$ cat config.mk
export PLATFORM = sky130hd
export DESIGN_NAME = serial_rx_param
export DESIGN_NICKNAME = d
export VERILOG_FILES = /design/src/rtl/serial_pkg.sv /design/src/rtl/serial_bit_timer.sv /design/src/rtl/serial_rx_param.sv
export SDC_FILE = /design/constraint.sdc
export NUM_CORES = 1
export LEC_CHECK = 0
export BUFFER_PORTS_ARGS = -buffer_cell sky130_fd_sc_hd__buf_4
export CAP_MARGIN = 30
export CORE_MARGIN = 4
export CORE_UTILIZATION = 55
export CTS_CLUSTER_SIZE = 30
export DETAILED_ROUTE_END_ITERATION = 8
export GPL_ROUTABILITY_DRIVEN = 0
export PLACE_DENSITY = 0.87
export SLEW_MARGIN = 20
export SYNTH_ARGS = -nofsm -noshare
export SYNTH_HDL_FRONTEND = slang
export SYNTH_SLANG_ARGS = --single-unit
$ cat constraint.sdc
create_clock -name clk -period 2.25 [get_ports clk]
set_clock_uncertainty 0.15 [all_clocks]
set_input_delay 0.3375 -clock clk [delete_from_list [all_inputs] [get_ports clk]]
set_output_delay 0.3375 -clock clk [all_outputs]
set_load 0.05 [all_outputs]
$ cat src/rtl/serial_pkg.sv
// serial_pkg: receiver state encoding, parity mode constants and the parity check helper
package serial_pkg;
  typedef enum logic [2:0] {S_IDLE, S_START, S_DATA, S_PARITY, S_STOP} state_t;
  localparam int PAR_NONE = 0;
  localparam int PAR_EVEN = 1;
  localparam int PAR_ODD  = 2;
  function automatic logic parity_error(input logic data_xor, input logic par_bit, input int mode);
    return (mode == PAR_NONE) ? 1'b0 : ((data_xor ^ par_bit) != (mode == PAR_ODD));
  endfunction
endpackage

$ cat src/rtl/serial_bit_timer.sv
// serial_bit_timer: sample strobe generator, ticks after half a bit (i_mid) or a full bit since load/last tick
module serial_bit_timer #(
  parameter int CLKS_PER_BIT = 1
) (
  input  logic clk,
  input  logic rstn,
  input  logic i_load,
  input  logic i_mid,
  output logic o_tick
);
  localparam int TW = $clog2(CLKS_PER_BIT + 1);
  localparam logic [TW-1:0] FULL = TW'(CLKS_PER_BIT - 1);
  localparam logic [TW-1:0] HALF = TW'(CLKS_PER_BIT / 2 - 1);
  logic [TW-1:0] r_cnt;
  assign o_tick = (CLKS_PER_BIT == 1) || (r_cnt == (i_mid ? HALF : FULL));
  always_ff @(posedge clk or negedge rstn) begin
    if (!rstn) r_cnt <= '0;
    else r_cnt <= (i_load || o_tick) ? '0 : r_cnt + 1'b1;
  end
endmodule

$ cat src/rtl/serial_rx_param.sv
// serial_rx_param: parameterised UART-style receiver with a one-entry output register and overrun flag
module serial_rx_param
  import serial_pkg::*;
#(
  parameter int DATA_W       = 7,
  parameter int PARITY_MODE  = 1,
  parameter int STOP_BITS    = 1,
  parameter int CLKS_PER_BIT = 1
) (
  input  logic              clk,
  input  logic              rstn,
  input  logic              serial_in,
  input  logic              out_ready,
  output logic              out_valid,
  output logic [DATA_W-1:0] data_out,
  output logic              parity_err,
  output logic              frame_err,
  output logic              overrun
);
  localparam int BW = $clog2(DATA_W + 1);
  localparam logic [BW-1:0] LAST_D = BW'(DATA_W - 1);
  localparam logic [BW-1:0] LAST_S = BW'(STOP_BITS - 1);
  state_t            r_state, w_next;
  logic [BW-1:0]     r_bit;
  logic [DATA_W-1:0] r_shift, r_data;
  logic              r_perr, r_ferr, r_valid, r_operr, r_oferr, r_overrun;
  logic              w_tick, w_load, w_done;
  serial_bit_timer #(.CLKS_PER_BIT(CLKS_PER_BIT)) u_timer (
    .clk(clk), .rstn(rstn), .i_load(w_load), .i_mid(r_state == S_START), .o_tick(w_tick)
  );
  always_ff @(posedge clk or negedge rstn) begin
    if (!rstn) r_state <= S_IDLE;
    else r_state <= w_next;
  end
  // With one clock per bit the start edge itself is the start sample, so START is bypassed.
  always_comb begin
    w_next = r_state;
    w_load = 1'b0;
    case (r_state)
      S_IDLE: begin
        w_load = 1'b1;
        if (!serial_in) w_next = (CLKS_PER_BIT == 1) ? S_DATA : S_START;
      end
      S_START:  if (w_tick) w_next = serial_in ? S_IDLE : S_DATA;
      S_DATA:   if (w_tick && r_bit == LAST_D) w_next = (PARITY_MODE == PAR_NONE) ? S_STOP : S_PARITY;
      S_PARITY: if (w_tick) w_next = S_STOP;
      S_STOP:   if (w_tick && r_bit == LAST_S) w_next = S_IDLE;
      default:  w_next = S_IDLE;
    endcase
  end
  assign w_done = (r_state == S_STOP) && w_tick && (r_bit == LAST_S);
  always_ff @(posedge clk or negedge rstn) begin
    if (!rstn) begin
      r_bit     <= '0;
      r_shift   <= '0;
      r_perr    <= 1'b0;
      r_ferr    <= 1'b0;
      r_valid   <= 1'b0;
      r_data    <= '0;
      r_operr   <= 1'b0;
      r_oferr   <= 1'b0;
      r_overrun <= 1'b0;
    end else begin
      if (r_state == S_IDLE) begin
        r_bit  <= '0;
        r_perr <= 1'b0;
        r_ferr <= 1'b0;
      end
      if (r_state == S_DATA && w_tick) begin
        r_shift <= {serial_in, r_shift[DATA_W-1:1]};
        r_bit   <= (r_bit == LAST_D) ? '0 : r_bit + 1'b1;
      end
      if (r_state == S_PARITY && w_tick) r_perr <= parity_error(^r_shift, serial_in, PARITY_MODE);
      if (r_state == S_STOP && w_tick) begin
        r_ferr <= r_ferr | ~serial_in;
        r_bit  <= w_done ? '0 : r_bit + 1'b1;
      end
      // A completing frame only lands if the held word is empty or being consumed this cycle.
      if (w_done && (!r_valid || out_ready)) begin
        r_valid <= 1'b1;
        r_data  <= r_shift;
        r_operr <= r_perr;
        r_oferr <= r_ferr | ~serial_in;
      end else if (out_ready) r_valid <= 1'b0;
      r_overrun <= w_done && r_valid && !out_ready;
    end
  end
  assign out_valid  = r_valid;
  assign data_out   = r_data;
  assign parity_err = r_operr;
  assign frame_err  = r_oferr;
  assign overrun    = r_overrun;
endmodule

After elaboration in Yosys (flattened, before gate mapping)
Index checks and enable logic that the tools add are counted.
{"block": "word_totals", "ff_bits": 26, "word_cells": 52}
{"block": "op_classes", "addsub": 1, "n_eq_ne": 8, "n_mux": 15, "n_bitwise": 3, "n_reduce_logical": 15}
{"cell": "$mux W3", "count": 8}
{"cell": "$pmux W3 S5", "count": 1}
{"cell": "$reduce_xor A7 Y1", "count": 1}
{"cell": "$eq A3 B2 Y1 const B", "count": 2}
{"cell": "$eq A3 B3 Y1 const B", "count": 2}
{"cell": "$logic_not A3 Y1", "count": 2}
{"cell": "$ne A2 B2 Y1 const B", "count": 3}
{"cell": "$reduce_bool A2 Y1", "count": 3}
{"cell": "$mux W1", "count": 5}
{"cell": "$logic_and A1 B1 Y1", "count": 4}
{"cell": "$add A3 B1 Y3 const B", "count": 1}
{"cell": "$eq A3 B1 Y1 const B", "count": 1}
{"cell": "$reduce_and A3 Y1", "count": 1}
{"cell": "$reduce_bool A3 Y1", "count": 1}
{"cell": "$logic_not A1 Y1", "count": 2}
{"cell": "$mux W2", "count": 1}
{"cell": "$logic_or A1 B1 Y1", "count": 1}
{"cell": "$not A1 Y1", "count": 1}
{"cell": "$or A1 B1 Y1", "count": 1}
{"cell": "$xor A1 B1 Y1", "count": 1}

Logic depth before layout (Yosys ltp)
Gate-level depths: netlist (run 1).
{"block": "logic_depth", "word_depth": 4, "depth_mapped": 6}

By module
A second synthesis (run 1) with hierarchy kept.
{"block": "unflattened", "hier_cells": 107, "area_unflattened_um2": 1327.5}
{"module": "serial_rx_param", "n_inst": 1, "cells_per_inst": 105, "area_per_inst_um2": 1316.3, "seq_area_each_um2": 650.6}
{"module": "serial_bit_timer", "n_inst": 1, "cells_per_inst": 2, "area_per_inst_um2": 11.3, "seq_area_each_um2": 0.0}

Worst setup path after synthesis (run 1)
Ideal clock, no wire load.
{"block": "synth_timing", "path_kind": "flip-flop to flip-flop", "startpoint": "register r_valid (netlist: out_valid)", "endpoint": "register r_data[1] (netlist: data_out[1])", "setup_time_ns": 0.125, "arrival_time_ns": 1.326, "t_required_ns": 1.975, "setup_slack_ns": 0.649, "path_stages_with_launch": 4, "path_cell_list": "dfrtp_1 nand2b_1 nand4_4 mux2_2"}
{"block": "synth_between", "elab_chain_len": 3}
{"element": "start: declaration", "line": "serial_rx_param.sv:26", "rtl": "logic r_perr, r_ferr, r_valid, r_operr, r_oferr, r_overrun;"}
{"element": "start signal: assignment", "line": "serial_rx_param.sv:58", "rtl": "r_valid <= 1'b0;"}
{"element": "start signal: assignment", "line": "serial_rx_param.sv:80", "rtl": "r_valid <= 1'b1;"}
{"element": "start signal: assignment", "line": "serial_rx_param.sv:84", "rtl": "end else if (out_ready) r_valid <= 1'b0;"}
{"element": "$logic_not A1 Y1", "line": "serial_rx_param.sv:79", "rtl": "if (w_done && (!r_valid || out_ready)) begin"}
{"element": "$logic_or A1 B1 Y1", "line": "serial_rx_param.sv:79"}
{"element": "$logic_and A1 B1 Y1", "line": "serial_rx_param.sv:79"}
{"element": "end signal: assignment", "line": "serial_rx_param.sv:81", "rtl": "r_data <= r_shift;"}
{"element": "end: declaration", "line": "serial_rx_param.sv:25", "rtl": "logic [DATA_W-1:0] r_shift, r_data;"}
Every way passes these cells.
A chain may end at the register's enable or synchronous reset.

Final worst setup path (run 1)
{"block": "layout_timing", "startpoint": "register r_state[1]", "endpoint": "register r_shift[1]"}
{"block": "layout_between", "elab_chain_len": 1}
{"element": "start: declaration", "line": "serial_rx_param.sv:23", "rtl": "state_t r_state, w_next;"}
{"element": "start signal: assignment", "line": "serial_rx_param.sv:33", "rtl": "else r_state <= w_next;"}
{"element": "$eq A3 B2 Y1", "line": "serial_rx_param.sv:69", "rtl": "if (r_state == S_DATA && w_tick) begin"}
{"element": "end signal: assignment", "line": "serial_rx_param.sv:70", "rtl": "r_shift <= {serial_in, r_shift[DATA_W-1:1]};"}
{"element": "end: declaration", "line": "serial_rx_param.sv:25"}
Every way passes these cells.

==> results of run 1 <==
==> cells by family after synthesis <==
family / after synthesis
flip-flops: 26
XOR/XNOR: 7
AND/OR/NAND/NOR: 21
adder cells (fa/ha/maj): 3
buffers and inverters: 6
multiplexers: 15
AO/OA/AOI/OAI: 13
==> metrics by stage <==
step	cell area (um^2)	util (%)	power [W]	hold slack (ns)	instances
floorplan	1220	-	0.00165	-0.108	91
global placement	1340	65.5	0.00182	0.106	130
detailed placement	1340	65.5	0.00187	0.110	130
CTS	1380	67.8	0.00211	0.132	135
global route	1380	67.8	0.00226	0.133	135
finish	1380	67.8	0.00209	0.139	135
==> power by group <==
part           switching, W  total [W]  internal, W
logic              0.000511    0.00102     0.000513
registers          0.000189   0.000829     0.000640
clock network      0.000141   0.000240    0.0000991
==> synthesized netlist by cell type (2+ instances only) <==
cell type | instances | area (um^2)
o31ai_1 | 3 | 22.5
xnor2_1 | 6 | 52.6
dfrtp_1 | 26 | 651
buf_4 | 2 | 15.0
nor2b_1 | 5 | 31.3
ha_1 | 3 | 37.5
nand2_1 | 5 | 18.8
inv_1 | 2 | 7.51
buf_6 | 2 | 22.5
a21o_1 | 2 | 15.0
nand2b_1 | 2 | 12.5
mux2_2 | 11 | 124
mux2_1 | 4 | 45.0
nor2_1 | 2 | 7.51
==> layout make-up <==
class / count / area, um^2 / share of cell area (%)
Sequential cell: 26 / 651 / 47.0
Inverter: 2 / 7.51 / 0.542
Clock buffer: 4 / 36.3 / 2.62
Multi-Input combinational cell: 59 / 526 / 38.0
Tap cell: 27 / 33.8 / 2.44
Timing Repair Buffer: 17 / 130 / 9.40
==> path summary, 6_finish.rpt <==
kind                              from           to  slack [ns]  cells past startpoint
setup / recovery            r_state[1]   r_shift[1]        0.51                      4
hold / removal               serial_in   r_shift[6]        0.14                      2
setup reg to reg            r_state[1]   r_shift[1]        0.51                      4
hold reg to reg            data_out[2]  data_out[2]        0.36                      1
max in group asynchronous         rstn  data_out[6]        1.43                      2
min in group asynchronous         rstn       r_perr        0.28                      2
==> state kept, by name, summed over array words and instances, names as in the netlist <==
name / flops
data_out: 7
frame_err: 1
r_shift: 7
r_bit: 3
r_perr: 1
r_ferr: 1
overrun: 1
out_valid: 1
parity_err: 1
r_state: 3
==> layer usage <==
layer	vias up	global-route usage, %
met4	0	9.72
met2	17	24.0
li1	354	-
met1	350	23.3
met3	4	3.22
met5	-	0
==> summary.md, run 1 <==
| Metric | Value |
|---|---|
| Most frequent cells in the layout | `dfrtp_1 (26), buf_4 (16), mux2_2 (11)` |
| Avg WL per Cell | `14.5 um` |
| Kind of critical path | `flip-flop to flip-flop` |
| Top fanout value on the critical path | `11` |
| Max clock buf depth | `2` |
| Peak supply drop | `954 uV` |
| Met3 routed WL | `96 um` |
| CP endpoint kind | `flip-flop` |
| Run status | `complete, no violations` |
| Ys flop type | `dfrtp_1` |
| Fmax | `576 MHz` |
| Filler cell count | `154` |
| Synthesized flop and latch total | `26` |
| Netlist cell types | `30` |
| Least-Margin Pin Slew | `0.429 ns` |
| PortBufs | `14` |
| Crit-path max cell delay | `0.59 ns` |
| Via density | `5.37` |
| Die area | `3040 um^2` |
| Synth async-reset ratio | `100%` |
| Slew margin rel. | `71.4%` |
| Grt ovf | `0` |
| Met2 WL post-DR | `870 um` |
| Cell Rows | `16` |
| Hold violation count in the final report | `0` |
| Max layer used | `met4` |
| Place WS | `0.523 ns` |
| Complex-gate fraction of the synthesized area | `8.40%` |
| Post-CTS Setup Inserts | `0` |
| Antenna cells | `0` |
| # DRC | `0` |
| Synth Warn # | `0` |
| Max cap viols | `0` |
| Commonest non-fill, non-tap cell in the layout | `dfrtp_1` |
| Number of global-route vias before repair | `742` |
| Antenna violations before repair | `0` |
| CTS tree | `built` |
| Initial DRC Count | `5` |
| ANT nets after route | `0` |
| Setup repair after global routing missed its margin | `false` |
| Largest family of logic cells by synthesized area | `multiplexers` |
| Post-Synth XOR/XNOR Area | `5.64%` |
| Syn Inst Count | `91` |
| Cts hold-fix bufs | `1` |
| Share of layout cells above drive strength 1 | `34.3%` |
| Net Count, Synth | `98` |
| Die Y | `55.1 um` |
| Fin crit period | `1.74 ns` |
| TritonRoute pass-1 iters | `4` |
| Synth Area in Adders | `3.07%` |
| Met1 WL | `949 um` |
| Final WL | `1.95 mm` |
| Leak | `0.672 nW` |
| Root Driver | `clkbuf_4` |
| First-pass GRT wire length | `3.47 mm` |
| Tot GR Track Use | `16.7%` |
| CP cell instances | `nor2b_1, nor2b_1, buf_4, mux2_2` |
| Initial core utilization | `59.8%` |
| Die Wd | `55.1 um` |
| Vias post-DR | `725` |
| Cell repeated most along the worst path | `nor2b_1` |
| Synth Area in Simple Gates | `12.1%` |
| Crit path max-delay cell type | `dfrtp_1` |
| Worst skew pair latency | `0.32 ns` |
| Syn avg cell area | `13.4 um^2` |
| Largest net degree at the start of global routing | `27` |
| Core area | `2040 um^2` |
| Synthesized cell area | `1220 um^2` |
| Post-cts repair resize count | `0` |
| Setup TNS | `0 ns` |
| # clock sinks | `26` |
| Final setup margin | `0.514 ns` |
| NumNets Final | `116` |
| Post-synthesis mux area share | `13.8%` |
| Cts bufs inserted | `3` |
| Class of the worst hold path | `input pin to flip-flop` |
| H-tree levels | `1` |
| Number of flops mapped to enable cells by yosys | `0` |
| CP delay by family, top | `flip-flops` |
| Setup violators final | `0` |
| Slew Viols, Final | `0` |
| PD cells | `1510 nW/um^2` |
| I/O Pins | `15` |
| DP Wirelength | `1.42 mm` |
| Synth-to-layout area growth | `13.3%` |
| Seq/Total Area, Yosys | `53.3%` |
| Element type at the critical path start | `flip-flop` |
| Final Cycle Share | `77.2%` |
| Data arrival, critical path | `1.81 ns` |
| Clock-pin slew on the worst setup and hold paths | `0.14 ns` |
| CP required | `2.32 ns` |
| Worst path bufs/invs | `1` |
(Power assumes the default switching activity.)
==> inputs of run 2 (changes only) <==
- CORE_UTILIZATION: 55 -> 50
- PLACE_DENSITY: 0.87 -> 0.84
- clock period: 2.25 -> 1.5 ns (I/O delays scaled with it)
==> run 2 against run 1 <==
  * The run now ends with setup timing left
  * Sequential share of layout area down 5.7 points
  * Flip-flop and latch count unchanged
  * Register-to-register slack worse by 0.64 ns
  * Total power up 81%
  * Global-route usage down 2.7 points
  * Critical path type unchanged
==> summary.md, run 2 (synthesis results as in run 1) <==
| Metric | Value |
|---|---|
| Run status | `complete, but fails checks (was complete, no violations)` |
| Violated checks | `setup timing` |
| Via density | `5.52 (was 5.37)` |
| Core area | `2280 um^2 (was 2040 um^2)` |
| Reg-to-Reg Start | `r_bit[0] (was r_state[1])` |
| Placed cells | `142 (was 130)` |
| CP required | `1.58 ns (was 2.32 ns)` |
| Die Y | `57.4 um (was 55.1 um)` |
| Reg2reg setup slack | `-0.13 ns (was 0.51 ns)` |
| Number of global-route vias before repair | `768 (was 742)` |
| Least-Margin Pin Slew | `0.321 ns (was 0.429 ns)` |
| Clock-pin slew on the worst setup and hold paths | `0.15 ns (was 0.14 ns)` |
| Antenna violations before repair | `0 (unchanged)` |
| Placed instance area | `1430 um^2 (was 1340 um^2)` |
| Fmax | `613 MHz (was 576 MHz)` |
| Element type at the critical path start | `flip-flop (unchanged)` |
| Setup repair after global routing missed its margin | `true (was false)` |
| I/O Pins | `15 (unchanged)` |
| TritonRoute pass-1 iters | `4 (unchanged)` |
| Class of the worst hold path | `input pin to flip-flop (unchanged)` |
| Max cap viols | `0 (unchanged)` |
| Crit path capture | `data_out[2] (was r_shift[1])` |
| H-tree levels | `1 (unchanged)` |
| Antenna cells | `0 (unchanged)` |
| Post-route insts no fill | `150 (was 135)` |
| Slew Viols, Final | `0 (unchanged)` |
| Vias post-DR | `828 (was 725)` |
| Worst Setup SP | `r_bit[0] (was r_state[1])` |
| Die area | `3300 um^2 (was 3040 um^2)` |
| Avg WL per Cell | `16.2 um (was 14.5 um)` |
| Filler cell count | `146 (was 154)` |
| Fin crit period | `1.63 ns (was 1.74 ns)` |
| Top fanout value on the critical path | `5 (was 11)` |
| Worst reg2reg path depth | `5 (was 4)` |
| ANT nets after route | `0 (unchanged)` |
| Synth-to-layout area growth | `29.9% (was 13.3%)` |
| Grt ovf | `0 (unchanged)` |
| Design area | `1590 um^2 (was 1380 um^2)` |
| PortBufs | `14 (unchanged)` |
| # DRC | `0 (unchanged)` |
| First-pass GRT wire length | `3.62 mm (was 3.47 mm)` |
| CTS tree | `built (unchanged)` |
| Initial DRC Count | `20 (was 5)` |
| CP endpoint kind | `flip-flop (unchanged)` |
| Max clock buf depth | `2 (unchanged)` |
| Setup violators final | `18 (was 0)` |
| Hold violation count in the final report | `0 (unchanged)` |
| Final WL | `2.43 mm (was 1.95 mm)` |
| Worst skew pair latency | `0.33 ns (was 0.32 ns)` |
| NumNets Final | `130 (was 116)` |
| Setup TNS | `-1.47 ns (was 0 ns)` |
| Largest net degree at the start of global routing | `27 (unchanged)` |
| Initial core utilization | `53.7% (was 59.8%)` |
| Final setup margin | `-0.131 ns (was 0.514 ns)` |
| Most frequent cells in the layout | `buf_4 (28), dfrtp_1 (22), mux2_4 (8) (was dfrtp_1 (26), buf_4 (16), mux2_2 (11))` |
| Slew margin rel. | `78.6% (was 71.4%)` |
| Final Cycle Share | `109% (was 77.2%)` |
| Peak supply drop | `1510 uV (was 954 uV)` |
| Share of layout cells above drive strength 1 | `51.6% (was 34.3%)` |
| Data arrival, critical path | `1.72 ns (was 1.81 ns)` |
| Power Total | `0.00379 W (was 0.00209 W)` |
| Cts bufs inserted | `3 (unchanged)` |
| Cell Rows | `17 (was 16)` |
| Commonest non-fill, non-tap cell in the layout | `buf_4 (was dfrtp_1)` |
| PD cells | `2390 nW/um^2 (was 1510 nW/um^2)` |
| Worst r2r dst | `data_out[2] (was r_shift[1])` |
| Root Driver | `clkbuf_4 (unchanged)` |
| # clock sinks | `26 (unchanged)` |
| Leak | `0.787 nW (was 0.672 nW)` |
| DP Wirelength | `1.51 mm (was 1.42 mm)` |
| Tot GR Track Use | `14.0% (was 16.7%)` |
| Kind of critical path | `flip-flop to flip-flop (unchanged)` |
| Die Wd | `57.4 um (was 55.1 um)` |
run 2: critical path, cell delays in order (launching register included):
cell and delay, ns:
dfrtp_1 0.42, inv_2 0.06, ha_1 0.14, nor2b_4 0.26, nand4_4 0.17, mux2_4 0.33
run 2: layout make-up:
type / instances / area, um^2 / area share [%]
inverters: 2 / 7.51 / 0.473
well taps: 28 / 35.0 / 2.21
clock buffers: 3 / 22.5 / 1.42
flip-flops and latches: 26 / 656 / 41.3
clock inverters: 1 / 30.0 / 1.89
multi-input cells: 60 / 604 / 38.1
repair buffers: 30 / 231 / 14.6
run 2: worst min-delay path by stage:
stage          cells after the start  startpoint           to  slack, ns
3_5_place_dp                       1        rstn  data_out[4]   -0.00004
5_1_grt                            2   serial_in   r_shift[6]       0.01
3_3_place_gp                       1        rstn  data_out[4]     -0.006
2_1_floorplan                      0        rstn  data_out[0]      -0.22
6_report                           2   serial_in   r_shift[6]       0.02
4_1_cts                            2   serial_in   r_shift[6]      0.002
run 2: per-stage QoR:
step | hold slack (ns) | setup WS (ns) | utilization, %
finish | 0.0188 | -0.131 | 69.7
global route | 0.0132 | -0.162 | 69.7
CTS | 0.00191 | -0.0998 | 66.0
detailed placement | -0.0000392 | -0.104 | 62.8
global placement | -0.00588 | -0.0671 | 62.8
floorplan | -0.221 | -0.0488 | -
run 2: timing repair:
item                       CTS  global route
gates resized for setup      5            12
setup endpoints to repair   18            19
cloned                       0             1
hold buffers                 1             0
hold endpoints to repair    26             0
buffers inserted             0             2
pin swaps                    1             7
run 2: power breakdown:
part	total, W	switching, W	internal, W
clock	0.000493	0.000222	0.000270
combinational	0.00206	0.000977	0.00109
sequential	0.00123	0.000267	0.000966
run 2: per-layer routing:
layer / GRT usage [%] / up-vias / share of wire, %
met5: 0 / - / 0
met4: 4.97 / 0 / 1.7
met3: 2.49 / 6 / 3.9
met2: 21.3 / 22 / 49
met1: 19.9 / 416 / 45
li1: - / 384 / -
==> inputs of run 3 (changes only) <==
- CORE_UTILIZATION: 50 -> 55
- PLACE_DENSITY: 0.84 -> 0.87
- clock period: 1.5 -> 1.8 ns (I/O delays scaled with it)
==> run 3 against run 2 <==
  * The run now ends clean
  * Final cell count fell by 8.0%
  * Cell area fell by 10%
  * Global-route usage rose by 3.2 points
  * Critical endpoint is now r_bit[1]
  * Largest power group unchanged
  * Highest routed layer unchanged
==> summary.md, run 3 (synthesis results as in run 1) <==
| Metric | Value |
|---|---|
| Antenna cells | `0 (unchanged)` |
| Die Wd | `55.1 um (was 57.4 um)` |
| Data arrival, critical path | `1.79 ns (was 1.72 ns)` |
| # DRC | `0 (unchanged)` |
| Worst Setup SP | `r_bit[0] (unchanged)` |
| Placed cells | `131 (was 142)` |
| Commonest non-fill, non-tap cell in the layout | `dfrtp_1 (was buf_4)` |
| First-pass GRT wire length | `3.57 mm (was 3.62 mm)` |
| Peak supply drop | `1250 uV (was 1510 uV)` |
| Hold violation count in the final report | `0 (unchanged)` |
| Worst r2r dst | `r_bit[1] (was data_out[2])` |
| Share of layout cells above drive strength 1 | `36.0% (was 51.6%)` |
| Final WL | `2.15 mm (was 2.43 mm)` |
| PD cells | `1920 nW/um^2 (was 2390 nW/um^2)` |
| Core area | `2040 um^2 (was 2280 um^2)` |
| Least-Margin Pin Slew | `0.450 ns (was 0.321 ns)` |
| Reg-to-Reg Start | `r_bit[0] (unchanged)` |
| Leak | `0.689 nW (was 0.787 nW)` |
| Worst Hold End | `r_shift[6] (unchanged)` |
| Max clock buf depth | `2 (unchanged)` |
| Cts bufs inserted | `3 (unchanged)` |
| DP Wirelength | `1.49 mm (was 1.51 mm)` |
| Final Cycle Share | `95.0% (was 109%)` |
| FF+latch area | `651 um^2 (was 656 um^2)` |
| Post-cts repair resize count | `0 (was 5)` |
| CP endpoint kind | `flip-flop (unchanged)` |
| Multi-input logic area | `538 um^2 (was 604 um^2)` |
| Avg WL per Cell | `15.6 um (was 16.2 um)` |
| Met3 routed WL | `92 um (was 95 um)` |
| I/O Pins | `15 (unchanged)` |
| CP delay by family, top | `compound AO/OA/AOI/OAI gates (was simple AND/OR/NAND/NOR gates)` |
| Met1 WL | `1.00 mm (was 1.10 mm)` |
| Grt ovf | `0 (unchanged)` |
| Max cap viols | `0 (unchanged)` |
| Filler cell count | `161 (was 146)` |
| H-tree levels | `1 (unchanged)` |
| Tot GR Track Use | `17.2% (was 14.0%)` |
| Most frequent cells in the layout | `dfrtp_1 (26), buf_4 (18), mux2_2 (11) (was buf_4 (28), dfrtp_1 (22), mux2_4 (8))` |
| Met2 WL post-DR | `1.01 mm (was 1.19 mm)` |
| Max layer used | `met4 (unchanged)` |
| CP required | `1.88 ns (was 1.58 ns)` |
| Die area | `3040 um^2 (was 3300 um^2)` |
| PortBufs | `14 (unchanged)` |
| Worst reg2reg path depth | `6 (was 5)` |
| Worst path bufs/invs | `1 (unchanged)` |
| Hold Path Depth | `2 (unchanged)` |
| Cell Rows | `16 (was 17)` |
| Place WS | `0.0969 ns (was -0.104 ns)` |
| Largest net degree at the start of global routing | `27 (unchanged)` |
| Fin crit period | `1.71 ns (was 1.63 ns)` |
| # clock sinks | `26 (unchanged)` |
| TritonRoute pass-1 iters | `4 (unchanged)` |
| Number of global-route vias before repair | `768 (unchanged)` |
| Design area | `1430 um^2 (was 1590 um^2)` |
| Worst skew pair latency | `0.33 ns (about the same)` |
| ANT nets after route | `0 (unchanged)` |
| WHS | `0.0640 ns (was 0.0188 ns)` |
| Reg2reg setup slack | `0.09 ns (was -0.13 ns)` |
| Element type at the critical path start | `flip-flop (unchanged)` |
| Setup violators final | `0 (was 18)` |
| Synth-to-layout area growth | `16.9% (was 29.9%)` |
| Via density | `5.36 (was 5.52)` |
| Initial core utilization | `59.8% (was 53.7%)` |
| Die Y | `55.1 um (was 57.4 um)` |
| Root Driver | `clkbuf_4 (unchanged)` |
| Slew margin rel. | `70.0% (was 78.6%)` |
| Fmax | `585 MHz (was 613 MHz)` |
| Crit path max-delay cell type | `dfrtp_1 (unchanged)` |
| Post-route insts no fill | `138 (was 150)` |
| Top fanout value on the critical path | `5 (unchanged)` |
| Antenna violations before repair | `0 (unchanged)` |
| Clock-pin slew on the worst setup and hold paths | `0.15 ns (about the same)` |
| Crit-path max cell delay | `0.43 ns (was 0.42 ns)` |
| Vias post-DR | `739 (was 828)` |
| NumNets Final | `119 (was 130)` |
| CTS tree | `built (unchanged)` |
| Kind of critical path | `flip-flop to flip-flop (unchanged)` |
| Class of the worst hold path | `input pin to flip-flop (unchanged)` |
| Run status | `complete, no violations (was complete, but fails checks)` |
| Slew Viols, Final | `0 (unchanged)` |
| CP cell instances | `inv_1, ha_1, nor2b_4, a2bb2oi_2, nor2_1, a22o_1 (was inv_2, ha_1, nor2b_4, nand4_4, mux2_4)` |
| Hold_sp | `serial_in (unchanged)` |
| Final setup margin | `0.0905 ns (was -0.131 ns)` |
| Placed instance area | `1350 um^2 (was 1430 um^2)` |
| Initial DRC Count | `14 (was 20)` |
## run 3: cell types whose count changed in the layout (fill, tap and decap cells not counted), sizes merged
| cell | delta |
|---|---|
| buf | -11 |
## run 3: power breakdown
part | leakage [nW] | internal [W] | switching [W] | total, W
logic | 0.326 | 0.000642 | 0.000684 | 0.00133
clock network | 0.0279 | 0.000225 | 0.000181 | 0.000406
registers | 0.335 | 0.000801 | 0.000212 | 0.00101
total | 0.689 | 0.00167 | 0.00108 | 0.00275
## run 3: worst max path at each step
stage / slack (ns) / depth (start not counted) / to
2_1_floorplan: 0.20 / 3 / data_out[1]
3_3_place_gp: 0.15 / 5 / data_out[0]
3_5_place_dp: 0.1 / 5 / data_out[0]
4_1_cts: 0.08 / 5 / data_out[0]
5_1_grt: -0.004 / 6 / r_bit[1]
6_report: 0.09 / 6 / r_bit[1]
## run 3: final cells by class
class | instances | area share (%)
clock inverter | 1 | 2.10
multi-input combinational | 60 | 37.7
timing repair buffer | 19 | 10.2
sequential | 26 | 45.6
inverter | 2 | 0.526
tap | 27 | 2.37
clock buffer | 3 | 1.58
## run 3: through the flow
step | TNS (ns) | total power (W) | utilization (%)
6_report | 0 | 0.00275 | 69.9
5_1_grt | -0.00429 | 0.00290 | 69.9
4_1_cts | 0 | 0.00275 | 68.9
3_5_place_dp | 0 | 0.00234 | 65.9
3_3_place_gp | 0 | 0.00227 | 65.9
2_1_floorplan | 0 | 0.00206 | -
## run 3: metal layers
layer	track usage, %	vias up
met5	0	-
met4	8.50	0
met3	3.22	4
met2	28.1	14
met1	21.7	357
li1	-	364
## run 3: timing repair
action / 4_1_cts / 5_1_grt
hold buffers: 1 / 0
hold endpoints to repair: 26 / 0
endpoints found under the setup margin: 0 / 1
buffers inserted: 0 / 1
